<file path="config.mk">
export PLATFORM = sky130hd
export DESIGN_NAME = fifo_rd_stream_adapter
export DESIGN_NICKNAME = d
export VERILOG_FILES = /design/src/rtl/fifo_rd_stream_adapter.sv
export SDC_FILE = /design/constraint.sdc
export NUM_CORES = 1
export LEC_CHECK = 0
export BUFFER_PORTS_ARGS = -buffer_cell sky130_fd_sc_hd__buf_4
export CAP_MARGIN = 20
export CORE_UTILIZATION = 52
export DETAILED_ROUTE_END_ITERATION = 12
export HOLD_SLACK_MARGIN = 0.08
export PLACE_DENSITY_LB_ADDON = 0.25
export SYNTH_ARGS = -nofsm -noshare
export SYNTH_HDL_FRONTEND = slang
export SYNTH_SLANG_ARGS = --single-unit
</file>
<file path="constraint.sdc">
create_clock -name rclk -period 2.3 [get_ports rclk]
set_input_delay 0.46 -clock rclk [delete_from_list [all_inputs] [get_ports rclk]]
set_output_delay 0.46 -clock rclk [all_outputs]
set_load 0.005 [all_outputs]
</file>
<file path="src/rtl/fifo_rd_stream_adapter.sv">
// Read-side adapter: turns the async FIFO's rd_en/rempty/dout port into a valid/ready stream
// with a small prefetch buffer. Optional stall counter enabled by FIFO_RD_STALL_CNT_EN.
module fifo_rd_stream_adapter #(
    parameter int WIDTH     = 8,
    parameter int BUF_DEPTH = 3
) (
    input  logic             rclk,
    input  logic             rst_n,
    input  logic             fifo_rempty,
    input  logic [WIDTH-1:0] fifo_dout,
    output logic             fifo_rd_en,
    output logic             m_valid,
    input  logic             m_ready,
    output logic [WIDTH-1:0] m_data
`ifdef FIFO_RD_STALL_CNT_EN
    ,
    output logic [15:0]      stall_cnt
`endif
);

    localparam int OCC_W = $clog2(BUF_DEPTH + 1);
    localparam int PTR_W = $clog2(BUF_DEPTH);
    localparam logic [OCC_W:0]   DEPTH_L = (OCC_W + 1)'(BUF_DEPTH);
    localparam logic [PTR_W-1:0] PTR_MAX = PTR_W'(BUF_DEPTH - 1);

    logic [OCC_W-1:0] occ_q, occ_d;
    logic             inflight_q, inflight_d;
    logic [PTR_W-1:0] head_q, head_d;
    logic [PTR_W-1:0] tail_q, tail_d;
    logic [WIDTH-1:0] buf_q [BUF_DEPTH];
    logic [WIDTH-1:0] buf_d [BUF_DEPTH];
    // Holds reads off while rst_n is low, even if the FIFO side still reports data.
    logic             run_q;
    logic [OCC_W:0]   level;
    logic             push;
    logic             pop;

    always_comb begin
        level      = {1'b0, occ_q} + {{OCC_W{1'b0}}, inflight_q};
        fifo_rd_en = run_q && !fifo_rempty && (level < DEPTH_L);
        m_valid    = (occ_q != '0);
        m_data     = buf_q[head_q];
        push       = inflight_q;
        pop        = m_valid && m_ready;

        inflight_d = fifo_rd_en;
        occ_d      = occ_q;
        head_d     = head_q;
        tail_d     = tail_q;
        buf_d      = buf_q;

        if (push && !pop) begin
            occ_d = occ_q + OCC_W'(1);
        end else if (!push && pop) begin
            occ_d = occ_q - OCC_W'(1);
        end

        if (push) begin
            buf_d[tail_q] = fifo_dout;
            tail_d        = (tail_q == PTR_MAX) ? '0 : tail_q + PTR_W'(1);
        end
        if (pop) begin
            head_d = (head_q == PTR_MAX) ? '0 : head_q + PTR_W'(1);
        end
    end

    always_ff @(posedge rclk or negedge rst_n) begin
        if (!rst_n) begin
            run_q      <= 1'b0;
            occ_q      <= '0;
            inflight_q <= 1'b0;
            head_q     <= '0;
            tail_q     <= '0;
            for (int i = 0; i < BUF_DEPTH; i++) begin
                buf_q[i] <= '0;
            end
        end else begin
            run_q      <= 1'b1;
            occ_q      <= occ_d;
            inflight_q <= inflight_d;
            head_q     <= head_d;
            tail_q     <= tail_d;
            buf_q      <= buf_d;
        end
    end

`ifdef FIFO_RD_STALL_CNT_EN
    logic [15:0] stall_cnt_q, stall_cnt_d;

    always_comb begin
        stall_cnt_d = stall_cnt_q;
        if (m_valid && !m_ready && (stall_cnt_q != 16'hFFFF)) begin
            stall_cnt_d = stall_cnt_q + 16'd1;
        end
    end

    always_ff @(posedge rclk or negedge rst_n) begin
        if (!rst_n) begin
            stall_cnt_q <= '0;
        end else begin
            stall_cnt_q <= stall_cnt_d;
        end
    end

    assign stall_cnt = stall_cnt_q;
`endif

endmodule
</file>
==> results.md, run 1 <==
- Worst hold path class: in -> reg
- Largest cells by area after synthesis: dfrtp_1 (57%), mux2_2 (19%), mux2i_1 (5.7%)
- Final worst setup slack: 0.135 ns
- Post-synth EDFFs: 0
- Async set-or-reset flop fraction in the synthesized netlist: 1.00
- Mapped Area: 0.00142 sq mm
- Initial Util: 0.561
- Total power: 0.00235 W
- Clock skew: 0.00593 ns
- Clk slew on worst S/H paths: 0.10 ns
- Worst-Skew Late Latency: 0.33 ns
- Routing usage on met1: 0.265
- Max-Cap Viols: 0
- Data required, critical path: 1.84 ns
- Post-synth top cells: dfrtp_1 (32), mux2_2 (24), o21ai_0 (11), nand2_1 (9), mux2i_1 (8)
- Setup TNS: 0 ns
- First-pass GRT wire length: 4470 microns
- Syn_nets: 124
- Total gr overflow: 0
- Max-Slew Margin vs Limit: 0.617
- GPL Wtd Cong: 0.802
- Clk sink count: 32
- Layout Utilization: 0.694
- CTS tree: done
- CTS Buf Count: 5
- H-tree depth: 2
- HP Start: fifo_dout[3]
- Pwr Density: 1340 mW/mm^2
- Port-buffer cells: 21
- Setup-failing EPs final: 0
- Die width: 54.2 microns
- RSZ-0062 raised after global routing: false
- P_int: 0.00160 W
- Final Hold Vio Count: 0
- Register bit total from synthesis: 32
- Die area: 0.00293 sq mm
- Met2 Use GR: 0.380
- Worst Path Arrival: 1.70 ns
- Drt wl/cell: 15.3 microns
- Switch Pwr: 0.000759 W
- Antenna viol nets, final: 0
- Met3 usage: 0.0989
- Worst-margin pin slew: 0.569 ns
- P_leak: 0.811 nW
- Dpl ws: 0.203 ns
- CTS max path bufs: 2
- R2R setup slack: 0.53 ns
- Hold Path Depth: 2
- Vias: 914
- GRT Resource Usage Total: 0.232
- Synth top area share: 0.566
- Number of antenna violations at the first check in global routing: 0
- Largest net degree at the start of global routing: 33
- Synthesis-to-finish area growth: 23.7%
- Core area: 0.00252 sq mm
- Share of cells above drive strength 1: 0.462
- Post-DP HPWL: 1770 microns
- Final Max Slew Viols: 0
- Drt first pass iters: 4
- Busiest layer in global routing: met2
- I/O Pins: 22
- Startpoint types: register
- Synth Instances: 109
- Initial DRC count: 5
- Hold Path End: buf_q[3]
- Switching part of the total: 0.322
- Fmax: 462 MHz
- Multi-input logic area: 611 sq um
- Fillers: 189
- Site row count: 18
- Worst Path Max Fanout: 3
- Tmin final: 2.16 ns
- FF-to-FF End: occ_q[1]
- Yosys cell types: 24
- Hold slack: 0.371 ns
- Via density: 5.28
- Most frequent cell after synthesis: dfrtp_1
- Tcrit/Tclk final: 0.941
- Critical path endpoint category: output port
- Fin nets: 157
- Flop pwr share: 0.418
- Peak supply drop: 0.968 mV
- Clock root buffer: clkbuf_4
- Number of global-route vias before repair: 973
- Status: complete, no violations
- Post-Syn Area per Cell: 13.0 sq um
- DRC Markers: 0
- Number of diodes: 0
- Sequential share of the synthesized area: 0.566
- Ys Warns: 0
- Top cell type by total area after synthesis: dfrtp_1
- Most used DFF post-synth: dfrtp_1
- Combinational power share: 0.442
- Sequential Area: 802 sq um
- Worst R2R Path Depth: 5
- Share of total power in the clock network: 0.140
- CP Class: reg -> out
- Final wirelength: 2650 microns
- Worst R2R Start: occ_q[0]
- Die height: 54.2 microns
worst max-delay path by stage:
stage                     from         end  slack [ns]  cells after the start
floorplan             occ_q[0]  fifo_rd_en        0.41                      3
detailed placement    occ_q[0]  fifo_rd_en        0.20                      4
CTS                 inflight_q  fifo_rd_en        0.01                      4
global placement      occ_q[0]  fifo_rd_en        0.25                      4
global route        inflight_q  fifo_rd_en        0.07                      4
finish              inflight_q  fifo_rd_en        0.14                      4
final cells by class:
cell class / count / area share
inverters: 3 / 0.00643
flip-flops and latches: 32 / 0.458
well taps: 30 / 0.0214
clock inverters: 2 / 0.00572
clock buffers: 6 / 0.0293
multi-input cells: 70 / 0.349
repair buffers: 30 / 0.130
power groups by stage:
stage	logic (W)	registers, W	clock network, W
2_1_floorplan	0.000588	0.000959	0
3_3_place_gp	0.000915	0.000976	0
3_5_place_dp	0.000945	0.00100	0
4_1_cts	0.00101	0.000979	0.000345
5_1_grt	0.00115	0.00102	0.000369
6_report	0.00104	0.000983	0.000330
cells in the final DEF, fill, tap and decap left out, types with 2 or more instances in the layout:
master and instances:
a21o_1 2, buf_4 29, clkbuf_4 5, clkinv_2 2
dfrtp_1 31, ha_1 2, inv_1 3, mux2_2 24
mux2i_1 8, nand2_1 9, o21ai_0 11, xor2_1 2
state kept, by name, summed over array words and instances (netlist names):
register	cells
inflight_q	1
buf_q	24
tail_q	2
run_q	1
occ_q	2
head_q	2
what timing repair did:
action	in CTS	in global routing
endpoints found under the setup margin	1	1
hold buffers	1	0
buffers inserted	1	2
resized for setup	3	2
pin swaps	0	1
endpoints found under the hold margin	32	0
critical path, stage by stage, from the launching register on:
cell and delay (ns):
dfrtp_2 0.43, ha_1 0.21, ha_4 0.24, a2111oi_4 0.32
buf_4 0.17
logic make-up (layout without fill, tap and decap cells):
group,Yosys count,after routing,synth area share
mux,32,32,0.248
flops,32,32,0.566
simple gates,17,17,0.0584
compound gates,14,14,0.0557
buf+inv,7,41,0.0247
fa+ha+maj,3,3,0.0265
xor+xnor,3,3,0.0186
other cells,1,1,0.00265
per-stage QoR:
| step | cell area, sq um | instances |
|---|---|---|
| after global routing | 1750 | 173 |
| after CTS | 1720 | 171 |
| after detailed placement | 1620 | 161 |
| after global placement | 1620 | 161 |
| after floorplan | 1420 | 109 |
| final | 1750 | 173 |
layer usage:
metal  vias up  routed length, microns
met1       440                    1140
met5         -                       0
li1        447                       -
met3         7                     132
met4         0                      66
met2        20                    1320
(Power assumes the default switching activity.)
==> run 2, diff against run 1 <==
- REMOVE_ABC_BUFFERS: default -> 1
==> results.md, run 2 (synthesis results as in run 1) <==
- Status: complete, no violations
- Final Max Slew Viols: 0
- Worst-margin pin slew: 0.548 ns
- CTS tree: done
- Drt wl/cell: 15.7 microns
- Most frequent cells in the layout: dfrtp_1 (32), buf_4 (26), mux2_2 (24)
- Routing usage on met1: 0.264
- First-pass GRT wire length: 4260 microns
- Site row count: 18
- GPL Wtd Cong: 0.688
- Die height: 54.2 microns
- Setup TNS: 0 ns
- I/O Pins: 22
- Share of cells above drive strength 1: 0.421
- Switching part of the total: 0.321
- Flop pwr share: 0.443
- Initial DRC count: 6
- H-tree depth: 2
- Die area: 0.00293 sq mm
- Busiest layer in global routing: met2
- Number of antenna violations at the first check in global routing: 0
- Fmax: 457 MHz
- Post-DP HPWL: 1760 microns
- Max FFs per register: 24
- Port-buffer cells: 21
- Tmin final: 2.19 ns
- Peak supply drop: 0.845 mV
- Switch Pwr: 0.000738 W
- P_leak: 0.792 nW
- Largest net degree at the start of global routing: 33
- Die width: 54.2 microns
- Antenna viol nets, final: 0
- Worst hold path class: in -> reg
- Setup-failing EPs final: 0
- CP Class: reg -> out
- Initial Util: 0.561
- Combinational power share: 0.414
- Worst Path Max Fanout: 2
- Drt first pass iters: 4
- RSZ-0062 raised after global routing: false
- Share of total power in the clock network: 0.143
- Biggest register: buf_q
- Number of diodes: 0
- Vias: 910
- Data required, critical path: 1.84 ns
- Commonest non-fill, non-tap cell in the layout: dfrtp_1
- Clk sink count: 32
- Worst Path Arrival: 1.73 ns
- Final wirelength: 2670 microns
- Core area: 0.00252 sq mm
- Startpoint types: register
- Fin nets: 154
- Max-Slew Margin vs Limit: 0.631
- Total gr overflow: 0
- Final Hold Vio Count: 0
- Number of global-route vias before repair: 922
- Met2 Use GR: 0.366
- Critical path endpoint category: output port
- P_int: 0.00156 W
- Tcrit/Tclk final: 0.951
- Via density: 5.35
- DRC Markers: 0
- R2R setup slack: 0.54 ns
- Max-Cap Viols: 0
- Pwr Density: 1340 mW/mm^2
- Met3 usage: 0.0508
- Synthesis-to-finish area growth: 21.0%
- Clk slew on worst S/H paths: 0.09 ns
- CTS Buf Count: 5
- Worst-Skew Late Latency: 0.33 ns
- Clock skew: 0.00770 ns
- CTS max path bufs: 2
- GRT Resource Usage Total: 0.224
- Hold slack: 0.300 ns
- Clock root buffer: clkbuf_4
## run 2: worst max-delay path, cell delays in order (launching register included)
cell	delay, ns
dfrtp_1	0.39
ha_1	0.20
ha_1	0.31
a2111oi_4	0.33
buf_4	0.18
## run 2: per-stage QoR
step / power, W / cell area, sq um / setup slack (ns) / std cells / utilization
after global placement: 0.00187 / 1610 / 0.258 / 159 / 0.638
final: 0.00230 / 1710 / 0.113 / 170 / 0.679
after CTS: 0.00231 / 1700 / 0.00286 / 169 / 0.676
after floorplan: 0.00153 / 1390 / 0.407 / 105 / -
after global routing: 0.00247 / 1710 / 0.0379 / 170 / 0.679
after detailed placement: 0.00193 / 1610 / 0.177 / 159 / 0.638
## run 2: timing repair
action	in CTS	in global routing
pin swaps	0	1
cloned	0	0
hold buffers	1	0
setup buffers	1	1
resized for setup	3	0
endpoints found under the hold margin	32	0
setup endpoints to repair	1	1
## run 2: path summary, 6_finish.rpt
kind                            cells after the start        start         end
worst max-delay path                                4     occ_q[0]  fifo_rd_en
worst min-delay path                                2  fifo_rempty  inflight_q
worst max register to register                      6     occ_q[0]    occ_q[1]
worst min register to register                      1    buf_q[18]   buf_q[18]
max in group asynchronous                           2        rst_n   buf_q[15]
min in group asynchronous                           2        rst_n   buf_q[20]
## run 2: final cells by class
type / count / area (sq um)
timing repair buffer: 27 / 205
clock buffer: 8 / 58.8
fill: 194 / 811
multi-input combinational: 70 / 598
inverter: 3 / 11.3
tap: 30 / 37.5
sequential: 32 / 801
## run 2: layer usage
layer	up-vias	routed length, microns
met5	-	0
met4	0	48
met3	5	88
met2	18	1410
met1	447	1120
li1	440	-
## run 2: power by group through the flow
| stage | registers, W | logic (W) | clock network, W |
|---|---|---|---|
| final | 0.00102 | 0.000952 | 0.000330 |
| after detailed placement | 0.00104 | 0.000886 | 0 |
| after global placement | 0.00102 | 0.000853 | 0 |
| after CTS | 0.00102 | 0.000950 | 0.000340 |
| after global routing | 0.00105 | 0.00105 | 0.000364 |
| after floorplan | 0.000995 | 0.000534 | 0 |
==> run 3, diff against run 2 <==
- CORE_MARGIN: default -> 5
==> results.md, run 3 (synthesis results as in run 1) <==
- Total gr overflow: 0
- Post-DP HPWL: 1760 microns
- I/O Pins: 22
- Clock skew: 0.0100 ns
- Commonest non-fill, non-tap cell in the layout: dfrtp_1
- Cell Area, Placed: 0.00161 sq mm
- Peak supply drop: 0.853 mV
- DRC Markers: 0
- Die width: 62.2 microns
- P_leak: 0.787 nW
- CTS tree: done
- RSZ-0062 raised after global routing: false
- Setup-failing EPs final: 0
- Die height: 62.2 microns
- Clock root buffer: clkbuf_4
- H-tree depth: 2
- Largest net degree at the start of global routing: 33
- Flop pwr share: 0.445
- Max-Slew Margin vs Limit: 0.647
- Max incr delay on CP: 0.42 ns
- Worst Path Max Fanout: 5
- Most frequent cells in the layout: dfrtp_1 (32), buf_4 (26), mux2_2 (24)
- GRT Resource Usage Total: 0.149
- Setup TNS: 0 ns
- Met2 wire len: 1300 microns
- Dpl ws: 0.203 ns
- Share of total power in the clock network: 0.128
- Met3 WL post-DR: 137 microns
- Biggest register: buf_q
- Cell area after layout: 0.00170 sq mm
- Worst Path Arrival: 1.72 ns
- Number of diodes: 0
- Worst-Skew Late Latency: 0.33 ns
- Fmax: 459 MHz
- Site row count: 19
- Worst hold path class: in -> reg
- DRT met1 WL: 1080 microns
- Final Max Slew Viols: 0
- GPL Wtd Cong: 0.712
- Drt first pass iters: 3
- Layout Utilization: 0.633
- Antenna viol nets, final: 0
- Final worst setup slack: 0.121 ns
- Switching part of the total: 0.321
- Worst path cell trace: ha_1 > ha_1 > a2111oi_4 > buf_4
- Fillers: 219
- Top sig layer: met4
- Synthesis-to-finish area growth: 20.2%
- Startpoint types: register
- Bufs and invs on worst path: 1
- Total power: 0.00225 W
- Via density: 5.39
- Pwr Density: 1320 mW/mm^2
- Worst-margin pin slew: 0.524 ns
- Data required, critical path: 1.84 ns
- Tmin final: 2.18 ns
- Core area: 0.00269 sq mm
- Fin nets: 154
- CP Class: reg -> out
- Port-buffer cells: 21
- Critical path endpoint category: output port
- P_int: 0.00152 W
- Initial Util: 0.527
- Final wirelength: 2580 microns
- Combinational power share: 0.427
- Share of cells above drive strength 1: 0.424
- Clk sink count: 32
- Initial DRC count: 19
- Number of antenna violations at the first check in global routing: 0
- Tcrit/Tclk final: 0.947
- CTS max path bufs: 2
- Clk slew on worst S/H paths: 0.09 ns
- CTS Buf Count: 5
- Drt wl/cell: 15.2 microns
- Final Hold Vio Count: 0
- Crit-path slowest cell: dfrtp_1
- Number of global-route vias before repair: 944
- Die area: 0.00386 sq mm
- Status: complete, no violations
- CP dominant cell by count: ha_1
- Max-Cap Viols: 0
- Vias: 916
- First-pass GRT wire length: 4460 microns
- Max FFs per register: 24
- Delay-heaviest family, CP: adder cells
- Switch Pwr: 0.000722 W
[run 3: cell types whose count changed in the layout (fill, tap and decap cells not counted), sizes merged]
cell / delta
clkbuf: -2
clkinv: +1
[run 3: final cells by class]
cell class	count	area (sq um)	share of cell area
clock buffer	6	41.3	0.0243
sequential	32	801	0.471
clock inverter	1	5.00	0.00294
tap	31	38.8	0.0228
inverter	3	11.3	0.00662
multi-input combinational	70	598	0.352
timing repair buffer	27	205	0.121
[run 3: worst paths after layout]
check | end | cells after the start | slack (ns) | startpoint
min in group asynchronous | buf_q[7] | 2 | 0.59 | rst_n
setup / recovery | fifo_rd_en | 4 | 0.12 | inflight_q
hold reg to reg | buf_q[19] | 1 | 0.51 | buf_q[19]
setup reg to reg | occ_q[1] | 5 | 0.58 | occ_q[0]
max in group asynchronous | buf_q[5] | 2 | 1.41 | rst_n
hold / removal | inflight_q | 2 | 0.30 | fifo_rempty
[run 3: stage by stage]
stage,hold WS (ns),std cells
CTS,0.277,169
global placement,0.414,160
finish,0.305,170
global route,0.268,170
floorplan,0.164,105
detailed placement,0.417,160
[run 3: worst register-to-register path, stage by stage (launching register included)]
cell and delay, ns:
dfrtp_1 0.41, buf_4 0.16, o21ai_0 0.44, ha_1 0.37, nor2_1 0.14, xor2_1 0.15
[run 3: power by group through the flow]
stage                     Combinational, W  Clock [W]  Sequential (W)
after floorplan                   0.000534          0        0.000995
after global placement            0.000877          0        0.000995
after detailed placement          0.000902          0         0.00102
after CTS                         0.000943   0.000303         0.00100
after global routing               0.00106   0.000329         0.00104
final                             0.000958   0.000288        0.000999
[run 3: what timing repair did]
action | 4_1_cts | 5_1_grt
pin swaps | 0 | 1
endpoints found under the hold margin | 32 | 0
endpoints found under the setup margin | 1 | 1
hold buffers | 1 | 0
gates resized for setup | 2 | 1
setup buffers | 1 | 1
[run 3: layer usage]
metal / track usage / vias to the layer above
met5: 0 / -
met4: 0.0732 / 0
met3: 0.0631 / 6
met2: 0.241 / 18
met1: 0.166 / 453
li1: - / 439
